--- config.mk ---
export PLATFORM = sky130hd
export DESIGN_NAME = mbist_fail_logger
export DESIGN_NICKNAME = d
export VERILOG_FILES = /design/src/rtl/mbist_pkg.sv /design/src/rtl/mbist_fail_fifo.sv /design/src/rtl/mbist_fail_logger.sv
export SDC_FILE = /design/constraint.sdc
export NUM_CORES = 1
export LEC_CHECK = 0
export CAP_MARGIN = 20
export CORE_ASPECT_RATIO = 0.7
export CORE_MARGIN = 5
export CORE_UTILIZATION = 30
export DETAILED_ROUTE_END_ITERATION = 10
export DONT_BUFFER_PORTS = 1
export PLACE_DENSITY = 0.42
export SETUP_SLACK_MARGIN = 0.4
export SLEW_MARGIN = 20
export SYNTH_ARGS = -nofsm -noshare
export SYNTH_HDL_FRONTEND = slang
export SYNTH_HIERARCHICAL = 1
export SYNTH_SLANG_ARGS = --single-unit
export TNS_END_PERCENT = 100
--- constraint.sdc ---
create_clock -name clk -period 6 [get_ports clk]
set_clock_uncertainty 0.05 [all_clocks]
set_input_delay 1.2 -clock clk [delete_from_list [all_inputs] [get_ports clk]]
set_output_delay 1.2 -clock clk [all_outputs]
set_load 0.02 [all_outputs]
--- src/rtl/mbist_pkg.sv ---
// Shared types for the MBIST fail logger: session states, March Y element
// codes and the default-width fail-entry record.
package mbist_pkg;

  typedef enum logic [1:0] {
    LOG_IDLE = 2'd0,
    LOG_RUN  = 2'd1,
    LOG_DONE = 2'd2
  } log_state_t;

  localparam logic [1:0] ELEM_W0   = 2'd0;  // up(w0)
  localparam logic [1:0] ELEM_R0W1 = 2'd1;  // up(r0,w1,r1)
  localparam logic [1:0] ELEM_R1W0 = 2'd2;  // down(r1,w0,r0)
  localparam logic [1:0] ELEM_R0   = 2'd3;  // up(r0)

  localparam int ENTRY_AW = 6;
  localparam int ENTRY_DW = 8;

  typedef struct packed {
    logic [1:0]          elem;
    logic [ENTRY_AW-1:0] addr;
    logic [ENTRY_DW-1:0] exp;
    logic [ENTRY_DW-1:0] syn;
  } fail_entry_t;

endpackage

--- src/rtl/mbist_fail_fifo.sv ---
// Small synchronous FIFO for fail records; clr empties it in one cycle and
// the head reads zero whenever the FIFO is empty.
module mbist_fail_fifo #(
  parameter  int DEPTH = 4,
  parameter  int EW    = 24,
  localparam int PW    = $clog2(DEPTH),
  localparam int CW    = PW + 1
) (
  input  logic          clk,
  input  logic          rst,
  input  logic          clr,
  input  logic          push,
  input  logic          pop,
  input  logic [EW-1:0] din,
  output logic          full,
  output logic [EW-1:0] head,
  output logic [CW-1:0] count
);

  logic [EW-1:0] mem_q [DEPTH];
  logic [EW-1:0] mem_d [DEPTH];
  logic [PW-1:0] wr_ptr_q, wr_ptr_d;
  logic [PW-1:0] rd_ptr_q, rd_ptr_d;
  logic [CW-1:0] count_q, count_d;
  logic          pop_ok, push_ok;

  assign full  = (count_q == CW'(DEPTH));
  assign count = count_q;
  assign head  = (count_q == '0) ? '0 : mem_q[rd_ptr_q];

  always_comb begin
    pop_ok   = pop && (count_q != '0);
    // A pop in the same cycle frees the slot a full-FIFO push needs.
    push_ok  = push && (!full || pop_ok);
    mem_d    = mem_q;
    wr_ptr_d = wr_ptr_q;
    rd_ptr_d = rd_ptr_q;
    count_d  = count_q;
    if (clr) begin
      wr_ptr_d = '0;
      rd_ptr_d = '0;
      count_d  = '0;
    end else begin
      if (push_ok) begin
        mem_d[wr_ptr_q] = din;
        wr_ptr_d        = wr_ptr_q + 1'b1;
      end
      if (pop_ok) rd_ptr_d = rd_ptr_q + 1'b1;
      case ({push_ok, pop_ok})
        2'b10:   count_d = count_q + 1'b1;
        2'b01:   count_d = count_q - 1'b1;
        default: count_d = count_q;
      endcase
    end
  end

  always_ff @(posedge clk or posedge rst) begin
    if (rst) begin
      wr_ptr_q <= '0;
      rd_ptr_q <= '0;
      count_q  <= '0;
    end else begin
      wr_ptr_q <= wr_ptr_d;
      rd_ptr_q <= rd_ptr_d;
      count_q  <= count_d;
    end
  end

  // Storage carries data only; the count gates what is visible.
  always_ff @(posedge clk) begin
    mem_q <= mem_d;
  end

endmodule

--- src/rtl/mbist_fail_logger.sv ---
// Diagnostic stage behind the March Y MBIST controller: counts failing reads,
// buffers the first DEPTH failures and reports a pass/fail summary.
module mbist_fail_logger
  import mbist_pkg::*;
#(
  parameter int AW    = 6,
  parameter int DW    = 8,
  parameter int DEPTH = 4,
  parameter int CNTW  = 8
) (
  input  logic            clk,
  input  logic            rst,
  input  logic            start,
  input  logic            cmp_valid,
  input  logic [1:0]      cmp_elem,
  input  logic [AW-1:0]   cmp_addr,
  input  logic [DW-1:0]   cmp_exp,
  input  logic [DW-1:0]   cmp_act,
  input  logic            test_done,
  output logic            log_valid,
  input  logic            log_ready,
  output logic [1:0]      log_elem,
  output logic [AW-1:0]   log_addr,
  output logic [DW-1:0]   log_exp,
  output logic [DW-1:0]   log_syn,
  output logic [CNTW-1:0] fail_count,
  output logic            overflow,
  output logic            busy,
  output logic            done,
  output logic            pass
);

  localparam int EW = 2 + AW + 2 * DW;
  localparam int CW = $clog2(DEPTH) + 1;

  typedef struct packed {
    logic [1:0]    elem;
    logic [AW-1:0] addr;
    logic [DW-1:0] exp;
    logic [DW-1:0] syn;
  } entry_t;

  log_state_t      state_q, state_d;
  logic [CNTW-1:0] fail_count_q, fail_count_d;
  logic            overflow_q, overflow_d;
  logic            fail, pop, fifo_full;
  logic [CW-1:0]   fifo_count;
  entry_t          push_entry, head_entry;

  // start wins over a same-cycle compare, so that compare never counts.
  assign fail = cmp_valid && (cmp_exp != cmp_act) && (state_q == LOG_RUN) && !start;
  assign pop  = log_valid && log_ready;

  assign push_entry = '{elem: cmp_elem, addr: cmp_addr, exp: cmp_exp, syn: cmp_exp ^ cmp_act};

  mbist_fail_fifo #(
    .DEPTH(DEPTH),
    .EW   (EW)
  ) u_fifo (
    .clk  (clk),
    .rst  (rst),
    .clr  (start),
    .push (fail),
    .pop  (pop),
    .din  (push_entry),
    .full (fifo_full),
    .head (head_entry),
    .count(fifo_count)
  );

  always_comb begin
    state_d      = state_q;
    fail_count_d = fail_count_q;
    overflow_d   = overflow_q;
    if (start) begin
      state_d      = LOG_RUN;
      fail_count_d = '0;
      overflow_d   = 1'b0;
    end else begin
      if (state_q == LOG_RUN && test_done) state_d = LOG_DONE;
      if (fail && fail_count_q != '1) fail_count_d = fail_count_q + 1'b1;
      if (fail && fifo_full && !pop) overflow_d = 1'b1;
    end
  end

  always_ff @(posedge clk or posedge rst) begin
    if (rst) begin
      state_q      <= LOG_IDLE;
      fail_count_q <= '0;
      overflow_q   <= 1'b0;
    end else begin
      state_q      <= state_d;
      fail_count_q <= fail_count_d;
      overflow_q   <= overflow_d;
    end
  end

  assign log_valid  = (fifo_count != '0);
  assign log_elem   = head_entry.elem;
  assign log_addr   = head_entry.addr;
  assign log_exp    = head_entry.exp;
  assign log_syn    = head_entry.syn;
  assign fail_count = fail_count_q;
  assign overflow   = overflow_q;
  assign busy       = (state_q == LOG_RUN);
  assign done       = (state_q == LOG_DONE);
  assign pass       = done && (fail_count_q == '0);

endmodule

==> metrics.txt <==
status=finished, final reports clean; antenna violations before repair=0; Final nets=341; CTS clk-pin slew, worst paths=0.06 ns; # port buffers=0; Synthesis Warnings=6; pin slew with the least headroom to its limit=0.9220 ns; WL per Instance=19.77 um; fin. max-slew vios=0; grt total ovfl=0; critical path arrival=3.94 ns; Residual DRC=0; synthesized area per cell=16.80 um2; Min Clock Period, post-route=3.665 ns; Max FO, Critical Path=21; crit path cell chain=xor2_1 -> nor4_2 -> a21boi_2 -> nor3b_1 -> fa_1 -> or3b_1 -> or3_1 -> a31oi_1; crit path kind=in2reg; largest net degree at the start of global routing=27; Critical Path Sink=u_fifo/count[2]; area leader, netlist=edfxtp_1; Setup crit start=cmp_act[2]; Post-synth top cells=96 x edfxtp_1, 27 x nor2b_1, 24 x mux4_2; sequential share of the synthesized area=67.49%; via count=2492; Root Buffer Master=clkbuf_16; ANT cells=0; DR pass1 iterations=4; hpwl dp=6.932 mm; Synth Cell Area=4938 um2; share of post-route cells with drive strength above 1=23.97%; Core Rows=39; Worst Path Required=6.28 ns; H-tree Lvls=4; worst stage delay on the critical path=0.67 ns; Hold-fix buffers, CTS=0; Layout area overhead=17.18%; Final Setup Violations=0; Synth area leaders=edfxtp_1 58%, mux4_2 11%, dfrtp_1 9.1%; Yosys cell types=50; Max IR drop VDD=169.3 uV; Initial DRC Count=141; Die W=163.4 um; Tcrit/Tclk final=61.08%; max-cap violation count=0; relative slew slack=38.53%; Clk Latency, worst-skew pair=0.40 ns; reg-to-reg endpoint=u_fifo/count[2]; vias in the first global route=2659; IO Count=67; reg2reg path depth=7; setup bufs post-CTS=0; cell count after synthesis=294; startpoint types=input port; cts bufs inserted=17; CTS resizes=0; Total GRT Usage=11.84%; GP Congestion=0.7349; Max Fclk=272.9 MHz; WL final=10.71 mm; FFs w/ async S/R, synth=15.79%; Post-synth EDFFs=96; top_reg_cell synth=edfxtp_1; Syn Nets=331; most frequent cell after synthesis=edfxtp_1; Min-Delay Path Class=reg2reg; Placed Cells=510; Initial Util=30.39%; Num Clock Sinks=114; die area=19170 um2; Fillers=1557; vias per std cell=4.598; FF-to-FF Start=state_q[1]; Antenna Nets Post-Route=0; Static Leak=1.929 nW; share of the synthesized area in the top cell type=58.37%; synthesized flop and latch total=114; Final Hold Fails=0; global-route wire length before repair=16.70 mm; Die Y=117.3 um; non-filler cells, final=542; placed cell area=5205 um2; Worst Setup End Kind=flip-flop; RSZ-0062 raised after global routing=false; Core ar.=16250 um2; fin util=35.61%; Clock Path Buffers=2; WHS=0.5204 ns; Slowest-stage cell, CP=a21boi_2; power per standard cell area=332.1 nW/um2; R2R setup slack=2.88 ns; setup tns final=0 ns; CTS tree=yes; Final Cell Area=5787 um2
## cell families after synthesis
logic type	Yosys count	synth area share (%)
buffers and inverters	27	2.762
multiplexers	30	12.29
flip-flops	114	67.49
adder cells (fa/ha/maj)	7	1.925
AND/OR/NAND/NOR	82	10.08
XOR/XNOR	13	2.306
AO/OA/AOI/OAI	21	3.142
## how the worst min path moves through the flow
| stage | startpoint | endpoint | slack, ns | cells past startpoint |
|---|---|---|---|---|
| CTS | state_q[0] | state_q[0] | 0.52 | 1 |
| detailed placement | state_q[0] | state_q[0] | 0.50 | 1 |
| floorplan | state_q[0] | state_q[0] | 0.45 | 1 |
| global route | state_q[0] | state_q[0] | 0.54 | 1 |
| global placement | state_q[0] | state_q[0] | 0.50 | 1 |
| finish | state_q[0] | state_q[0] | 0.52 | 1 |
## cell usage in the layout, fill, tap and decap left out, drive strengths merged, types with 3 or more instances in the layout
cell	count
a21oi	3
and3	4
buf	7
clkbuf	17
clkinv	4
clkinvlp	4
dfrtp	18
edfxtp	96
ha	6
inv	16
mux2i	4
mux4	24
nand2	6
nand2b	6
nand3	7
nand4	3
nor2	11
nor2b	27
nor3b	5
o21ai	3
xor2	11
## power breakdown
part           leakage (nW)  switching [W]  internal [W]
registers              1.11     0.00000730      0.000873
logic                 0.546      0.0000349     0.0000188
clock network         0.275       0.000373      0.000614
## flip-flops by register name, indices dropped and copies added (netlist names)
| register | cells |
|---|---|
| u_fifo/mem_q | 96 |
| fail_count | 8 |
| u_fifo/count | 3 |
| state_q | 2 |
| u_fifo/rd_ptr_q | 2 |
| u_fifo/wr_ptr_q | 2 |
| overflow | 1 |
## critical path, delay by kind of cell
kind,cells,cell delay (ns)
AND/OR/NAND/NOR,4,1.03
AO/OA/AOI/OAI,2,0.83
XOR/XNOR,1,0.46
adder cells (fa/ha/maj),1,0.41
## layout make-up
type                    instances  area (um2)  area share [%]
multi-input cells             153        1495           25.84
flip-flops and latches        114        3334           57.62
repair buffers                  7       52.55          0.9081
inverters                      11       41.29          0.7135
well taps                     225       281.5           4.865
clock inverters                15       156.4           2.703
clock buffers                  17       425.4           7.351
## through the flow
stage / total power [W] / worst slack, ns
floorplan: 0.0009372 / 1.437
global placement: 0.0009513 / 1.937
detailed placement: 0.0009517 / 1.946
CTS: 0.001953 / 2.349
global route: 0.001998 / 2.118
finish: 0.001922 / 2.335
## metal layers
layer / share of wire (%) / GRT usage [%] / wire length [um] / up-vias
li1: - / - / - / 1148
met1: 50 / 17.33 / 5392 / 1286
met2: 43 / 15.93 / 4571 / 48
met3: 6.0 / 4.628 / 642 / 10
met4: 1.0 / 4.086 / 107 / 0
met5: 0 / 0 / 0 / -
Power figures use the tool's default switching activity.
